[src/rtl/cpu_trace.sv]
// cpu_trace: a non-intrusive instruction/store trace buffer for a small CPU.
// It watches the CPU fetch and write strobes and captures qualifying events
// as timestamped records into a circular FIFO that software drains with pops.
//
// Ports:
//   clk, reset (async, active-low)
//   fetch, halt, wr        CPU phase/strobe inputs
//   pc_addr, ir_addr       CPU program counter and operand address
//   opcode, data           current opcode and data bus value
//   trig_en, mode          trace enable and capture mode (OFF/ALL/OPMATCH/STOREWATCH)
//   match_op, watch_addr   filters for OPMATCH and STOREWATCH modes
//   rd_req                 pop request
//   rd_data, rd_valid      popped record {ts, pc_addr, opcode, ir_addr, data}, valid pulse
//   count, empty, full     FIFO occupancy
//   overflow               sticky flag, set when an event was dropped
//   state                  0 IDLE, 1 ARMED, 2 STOPPED
module cpu_trace #(
  parameter int ADDR_W = 13,
  parameter int DATA_W = 8,
  parameter int OP_W   = 3,
  parameter int DEPTH  = 16,
  parameter int TS_W   = 16
) (
  input  logic                                 clk,
  input  logic                                 reset,
  input  logic                                 fetch,
  input  logic                                 halt,
  input  logic                                 wr,
  input  logic [ADDR_W-1:0]                    pc_addr,
  input  logic [ADDR_W-1:0]                    ir_addr,
  input  logic [OP_W-1:0]                      opcode,
  input  logic [DATA_W-1:0]                    data,
  input  logic                                 trig_en,
  input  logic [1:0]                           mode,
  input  logic [OP_W-1:0]                      match_op,
  input  logic [ADDR_W-1:0]                    watch_addr,
  input  logic                                 rd_req,
  output logic [TS_W+2*ADDR_W+OP_W+DATA_W-1:0] rd_data,
  output logic                                 rd_valid,
  output logic [$clog2(DEPTH):0]               count,
  output logic                                 empty,
  output logic                                 full,
  output logic                                 overflow,
  output logic [1:0]                           state
);

  localparam int PTR_W = $clog2(DEPTH);
  localparam int CNT_W = PTR_W + 1;
  localparam int REC_W = TS_W + 2*ADDR_W + OP_W + DATA_W;
  localparam logic [CNT_W-1:0] DEPTH_C = CNT_W'(DEPTH);

  typedef enum logic [1:0] {
    IDLE    = 2'd0,
    ARMED   = 2'd1,
    STOPPED = 2'd2
  } state_t;

  state_t           cur_state;
  logic             fetch_q;
  logic             wr_q;
  logic [TS_W-1:0]  ts;
  logic [PTR_W-1:0] wr_ptr;
  logic [PTR_W-1:0] rd_ptr;
  logic [REC_W-1:0] mem [DEPTH];

  logic fetch_rise;
  logic wr_rise;
  logic qualify;
  logic event_hit;
  logic pop;
  logic push;
  logic arm;

  assign state = cur_state;
  assign empty = (count == '0);
  assign full  = (count == DEPTH_C);

  // Event qualification. A full FIFO still accepts an event when a pop
  // frees a slot in the same cycle, so push looks at pop rather than full alone.
  always_comb begin
    fetch_rise = fetch & ~fetch_q;
    wr_rise    = wr & ~wr_q;
    qualify    = 1'b0;
    case (mode)
      2'd1:    qualify = fetch_rise;
      2'd2:    qualify = fetch_rise && (opcode == match_op);
      2'd3:    qualify = wr_rise && (ir_addr == watch_addr);
      default: qualify = 1'b0;
    endcase
    event_hit = (cur_state == ARMED) && qualify;
    pop       = rd_req && !empty;
    push      = event_hit && (!full || pop);
    arm       = (cur_state == IDLE) && trig_en;
  end

  // Control state: FSM, edge detectors, timestamp, pointers and read port.
  // Arming starts a fresh capture session, so it wipes occupancy, the
  // overflow flag and the timestamp; FIFO contents are otherwise kept
  // across IDLE/STOPPED so they can still be drained.
  always_ff @(posedge clk or negedge reset) begin
    if (!reset) begin
      cur_state <= IDLE;
      fetch_q   <= 1'b0;
      wr_q      <= 1'b0;
      ts        <= '0;
      wr_ptr    <= '0;
      rd_ptr    <= '0;
      count     <= '0;
      overflow  <= 1'b0;
      rd_valid  <= 1'b0;
      rd_data   <= '0;
    end else begin
      fetch_q  <= fetch;
      wr_q     <= wr;
      rd_valid <= pop;
      if (pop) begin
        rd_data <= mem[rd_ptr];
      end

      if (arm) begin
        wr_ptr   <= '0;
        rd_ptr   <= '0;
        count    <= '0;
        overflow <= 1'b0;
        ts       <= '0;
      end else begin
        if (push) begin
          wr_ptr <= wr_ptr + PTR_W'(1);
        end
        if (pop) begin
          rd_ptr <= rd_ptr + PTR_W'(1);
        end
        if (push && !pop) begin
          count <= count + CNT_W'(1);
        end else if (!push && pop) begin
          count <= count - CNT_W'(1);
        end
        if (event_hit && !push) begin
          overflow <= 1'b1;
        end
        if (cur_state == ARMED) begin
          ts <= ts + TS_W'(1);
        end
      end

      // Dropping trig_en always wins; a halt seen while armed freezes capture
      // after this cycle's event (if any) has already been pushed above.
      case (cur_state)
        IDLE: begin
          if (trig_en) begin
            cur_state <= ARMED;
          end
        end
        ARMED: begin
          if (!trig_en) begin
            cur_state <= IDLE;
          end else if (halt) begin
            cur_state <= STOPPED;
          end
        end
        STOPPED: begin
          if (!trig_en) begin
            cur_state <= IDLE;
          end
        end
        default: cur_state <= IDLE;
      endcase
    end
  end

  // Record storage; needs no reset because occupancy lives in count/pointers.
  always_ff @(posedge clk) begin
    if (push) begin
      mem[wr_ptr] <= {ts, pc_addr, opcode, ir_addr, data};
    end
  end

endmodule

[config.mk]
export PLATFORM = sky130hd
export DESIGN_NAME = cpu_trace
export DESIGN_NICKNAME = d
export VERILOG_FILES = /design/src/rtl/cpu_trace.sv
export SDC_FILE = /design/constraint.sdc
export NUM_CORES = 1
export LEC_CHECK = 0
export CAP_MARGIN = 20
export CORE_AREA = 2 2 228 275
export CTS_BUF_LIST = sky130_fd_sc_hd__clkbuf_8
export DETAILED_ROUTE_END_ITERATION = 7
export DIE_AREA = 0 0 230 277
export GPL_TIMING_DRIVEN = 0
export PLACE_DENSITY = 0.79
export SYNTH_ARGS = -nofsm -noshare
export SYNTH_HDL_FRONTEND = slang
export SYNTH_SLANG_ARGS = --single-unit
[constraint.sdc]
create_clock -name clk -period 9.8 [get_ports clk]
set_clock_uncertainty 0.1 [all_clocks]
set_input_delay 1.47 -clock clk [delete_from_list [all_inputs] [get_ports clk]]
set_output_delay 1.47 -clock clk [all_outputs]
set_load 0.05 [all_outputs]
# --- After elaboration in Yosys (flattened, before gate mapping) ---
# Memories as Yosys holds them, arrays and structs flattened. A register that Yosys moved wholly into a read port is not among the register bits.
# Cells that the tools add are included.
word_totals:
  reg_bits: 35
  latchBits: 0
  mem_bits_rw: 848
  romBits: 0
  output_inout_bits: 64
  word_cells: 72
  memories: 1
classes:
  n_addsub: 5
  n_mul: 0
  n_div: 0
  n_lt_le_gt_ge: 0
  n_eq_ne: 11
  shifts: 0
  n_mux: 19
  n_bitwise: 4
  n_reduce_logical: 23
mem_list:
  columns: ["name", "depth", "word_bits", "read_ports", "rd_clocked_by_memory_dff", "write_ports", "line_no", "text"]
  rows:
  - ["mem", 16, 53, 1, 1, 1, "64", "logic [REC_W-1:0] mem [DEPTH];"]
ops:
  columns: ["op", "count"]
  rows:
  - ["2-to-1 mux 16 bit", 2]
  - ["adder 16 x 1 -> 16 bit, second input constant", 1]
  - ["2-to-1 mux 4 bit", 4]
  - ["2-to-1 mux 5 bit", 3]
  - ["equality test 13 bit", 1]
  - ["logical AND 1 bit", 9]
  - ["adder 4 x 1 -> 4 bit, second input constant", 2]
  - ["2-to-1 mux 2 bit", 4]
  - ["nonzero test 2 bit", 4]
  - ["equality test 2 bit, second input constant", 3]
  - ["case mux 2 bit (3 select lines)", 1]
  - ["adder 5 x 1 -> 5 bit, second input constant", 1]
  - ["equality test 5 bit, second input constant", 1]
  - ["zero test 1 bit", 5]
  - ["zero test 5 bit", 1]
  - ["subtractor 5 x 1 -> 5 bit, second input constant", 1]
  - ["equality test 2 x 1 -> 1 bit, second input constant", 2]
  - ["2-to-1 mux 1 bit", 4]
  - ["inequality test 2 bit, second input constant", 2]
  - ["equality test 3 bit", 1]
  - ["inequality test 3 bit, second input constant", 1]
  - ["case mux 1 bit (3 select lines)", 1]
  - ["AND reduction 3 bit", 1]
  - ["nonzero test 3 bit", 1]
  - ["other kinds (4)", 6]

# --- Longest topological paths before layout ---
depth:
  depth_word: 11
  ltp_mapped: 11

# --- Worst setup path after synthesis ---
# No wires, ideal clock.
synth_timing:
  kind: "input-to-reg"
  startpoint: "input port watch_addr[9]"
  endpoint: "memory mem[0][0] (netlist bit), enable pin"
  setup_ns: 0.596
  t_arrival_ns: 7.511
  setup_slack_ns: 1.593
  path_stages: 6
  path_cell_list: "xor2_1 > nor4_1 > nand4_1 > o21a_1 > nor2_2 > nor4bb_1"
synth_via:
  elab_chain_cells: 7
synth_rtl:
  columns: ["item", "line_no", "text"]
  rows:
  - ["start, declared", "36", "input logic [ADDR_W-1:0] watch_addr,"]
  - ["equality test 13 bit", "87", "2'd3: qualify = wr_rise && (ir_addr == watch_addr);"]
  - ["logical AND 1 bit", "87", null]
  - ["case mux 1 bit (3 select lines)", "84", "case (mode)"]
  - ["logical AND 1 bit", "90", "event_hit = (cur_state == ARMED) && qualify;"]
  - ["logical AND 1 bit", "92", "push = event_hit && (!full || pop);"]
  - ["2-to-1 mux 1 bit", "173", "if (push) begin"]
  - ["2-to-1 mux 1 bit (not written as such)", "174", "mem[wr_ptr] <= {ts, pc_addr, opcode, ir_addr, data};"]
  - ["end, declared", "64", null]
# No other way between the ends.

# --- Final worst setup path ---
layout_timing:
  startpoint: "input port ir_addr[2]"
  endpoint: "memory mem[2][14] (netlist bit), enable pin"
layout_via:
  elab_chain_cells: 7
layout_rtl:
  columns: ["item", "line_no", "text"]
  rows:
  - ["start, declared", "30", "input logic [ADDR_W-1:0] ir_addr,"]
  - ["equality test 13 bit", "87", null]
  - ["logical AND 1 bit", "87", null]
  - ["case mux 1 bit (3 select lines)", "84", null]
  - ["logical AND 1 bit", "90", null]
  - ["logical AND 1 bit", "92", null]
  - ["2-to-1 mux 1 bit", "173", null]
  - ["2-to-1 mux 1 bit (not written as such)", "174", null]
# No other way between the ends.

==> results.toml <==
[drt]
drcViolationCount = 0
num_vias = 17790
viasPerCell = 6.227
dr.pass1.iters = 6
antenna_left = 0
drt_first_iter_violations = 2082
drt_wl_total_um = 81600
wire_per_inst_um = 28.56

[floorplan]
rows = 100
start_util_pct = 59.12
core_sq_um = 61310
die_y_um = 277
pin_count = 126
die_x_um = 230
die-area_sq_um = 63710

[timing]
rsz0062_at_grt = "false"
hold_viol = 0
tightest_slew_ns = 1.077
maxSlewHeadroom_pct = 28.19
tns_ns = 0
fmax_mhz = 185.3
slew_violations = 0
hold_ws_ns = 0.3706
finalCritPeriodShare_pct = 55.05
layout_min_cycle_time_ns = 5.395
timing.final.ws_setup_ns = 4.405
finalSetupViolCount = 0

[min_path]
min_to = "rd_data[48]"
hp-class = "register to register"
whs_path_depth = 2
worstHoldStart = "rd_data[48]"

[worst_setup_path]
crit_path_end_kind = "register"
r2r_slack_ns = 5.39
cpLargestDelayFamily = "simple AND/OR/NAND/NOR gates"
crit_chain = "clkdlybuf4s50_1 > xor2_1 > nor4_2 > nand4_1 > o21a_1 > nor2_2 > clkbuf_2 > and4bb_4 > buf_12"
worstPathMaxFanout = 29
r2r_end = "count[4]"
critPathArrivalTime_ns = 5.71
critPathMaxStageDelay_ns = 0.87
path_class = "input pin to register"
required_ns = 10.12
critPathBufInv = 3
start_kind = "input pin"
r2r_cells = 11
r2r_start = "count[0]"
crit_slowest_cell = "clkdlybuf4s50_1"

[power]
p_int_w = 0.007110
switching_power_w = 0.003007
ir_worst_vdd_mv = 0.1744
switching_share_pct = 29.72
leakagePower_nw = 13.92
pwr-share-comb_pct = 26.2
clock_power_share_pct = 28.4
seqPwrFrac_pct = 45.4
p_per_area_nw_per_um2 = 243.3

[placement]
place_congestion = 0.7715
dp_hpwl_um = 49060
place_ws_ns = 3.703
place_inst = 2607
io_buffers = 125

[cts]
post_cts_buffers = 0
cts_hold_buf = 0
clk_path_buf_depth = 3
cts_tree = "done"
cts.repair.resized = 0
numCtsBuffers = 136
clock_latency_ns = 0.75
htree_levels = 4
clkSlewWorstSetupHoldPaths_ns = 0.06
cts_root_buf = "clkbuf_8"
cts_sinks = 936

[grt]
track_usage_pct = 26.42
grt_pass1_vias = 18687
grt_pass1_wl_um = 120200
grt_max_degree = 60
grt-ovfl-total = 0
antenna_found_initial = 5

[synth]
synth.most_common_cell = "edfxtp_1"
synth_area_per_cell_sq_um = 22.05
synth.net_count = 1716
synth_cells = 1644
synth-seq-area-share_pct = 76.34
synth_flop_cell = "edfxtp_1"
syn_area_sq_um = 36240
yosysTopAreaCell = "edfxtp_1"
synthTopCellsByCount = "edfxtp_1 (848), mux4_2 (220), nand2_1 (174)"
yosysUniqueCellTypes = 53
synth_edf_count = 848
ys_async_sr_fraction_pct = 9.402
synth_area_leaders = "edfxtp_1 (70%), mux4_2 (14%), dfrtp_1 (6.1%)"
ys_warn_count = 0
synth_seq_cells = 936
synth_top_area_share_pct = 70.26

[final_layout]
fin_nets = 2001
area_growth_pct = 14.76
fin_util_pct = 67.84
final_cells = 2857
drive_gt1_share_pct = 23.88

[run]
max-cap-violations = 0

[run_status]
status = "complete, no violations"
-- routing by layer --
metal | global-route usage [%] | part of all wire [%] | vias to the layer above
li1 | - | - | 7435
met1 | 33.86 | 37 | 9260
met2 | 44.46 | 52 | 916
met3 | 4.932 | 7.1 | 173
met4 | 11.94 | 4.0 | 6
met5 | 0 | 0.048 | -
-- through the flow --
stage          total power, W  instance area, sq um
2_1_floorplan        0.006510                 36240
3_3_place_gp         0.007290                 38520
3_5_place_dp         0.007355                 39080
4_1_cts               0.01019                 41590
5_1_grt               0.01047                 41590
6_report              0.01012                 41590
-- worst max path at each step --
stage                        startpoint         end  slack [ns]  cells after the start
after floorplan           watch_addr[9]   mem[0][0]        1.59                      6
after global placement       ir_addr[2]   mem[0][4]       -6.80                      7
after detailed placement     ir_addr[0]   mem[2][7]        3.70                      9
final                        ir_addr[2]  mem[2][14]        4.40                      9
after global routing         ir_addr[2]  mem[2][14]        4.23                      9
after CTS                    ir_addr[0]  mem[2][14]        4.45                      9
-- power groups by stage --
stage,registers (W),logic [W],clock network (W)
detailed placement,0.00468,0.00268,0
global route,0.00461,0.00279,0.00308
finish,0.00460,0.00265,0.00287
floorplan,0.00506,0.00145,0
global placement,0.00467,0.00262,0
CTS,0.00459,0.00269,0.00290
-- layout make-up --
type / count / area (sq um)
antenna: 2 / 5.005
buffer: 79 / 545.5
clock buffer: 145 / 1996
clock inverter: 103 / 516.7
fill: 3697 / 19720
inverter: 4 / 15.01
multi-input combinational: 625 / 8089
sequential: 936 / 27670
tap: 816 / 1021
timing repair buffer: 147 / 1738
-- kinds of logic after synthesis --
logic type | count (synthesis) | share of synthesized area, %
DFF | 936 | 76.34
muxes | 278 | 16.92
and+or+nand+nor | 257 | 3.259
buffers and inverters | 83 | 1.547
AOI/OAI and AO/OA | 59 | 1.067
xor gates and xnor gates | 21 | 0.5075
adders and majority gates | 10 | 0.3659
-- state kept, by name, indices dropped and copies added (netlist names) --
register and count:
fetch_q 1, ts 16, rd_ptr 4, state 2
wr_q 1, count 5, mem 848, rd_valid 1
rd_data 53, wr_ptr 4, overflow 1
-- placed cells by master (no fill, tap or decap), types with 10 or more instances in the layout --
cell type        netlist  routed
clkinv_1               0      21
nor2_1                14      14
edfxtp_1             848     848
clkinv_2               0      10
nand2_1              174     174
dfrtp_1               88      88
clkbuf_8               0     145
xor2_1                16      16
mux4_2               220     220
o21ai_0               16      16
clkdlybuf4s50_1        0     124
nand3_1               16      16
mux2_2                12      12
buf_16                 0      13
mux2i_1               10      10
mux4_1                35      35
buf_2                 12      12
clkbuf_1              35      35
buf_6                 15      20
inv_1                  3      62
-- worst min-delay path, cell delays in order (launching register included) --
cell	delay (ns)
dfrtp_1	0.34
nand2_1	0.05
nand2_1	0.05
No activity file was read; power rests on OpenSTA's default activity.
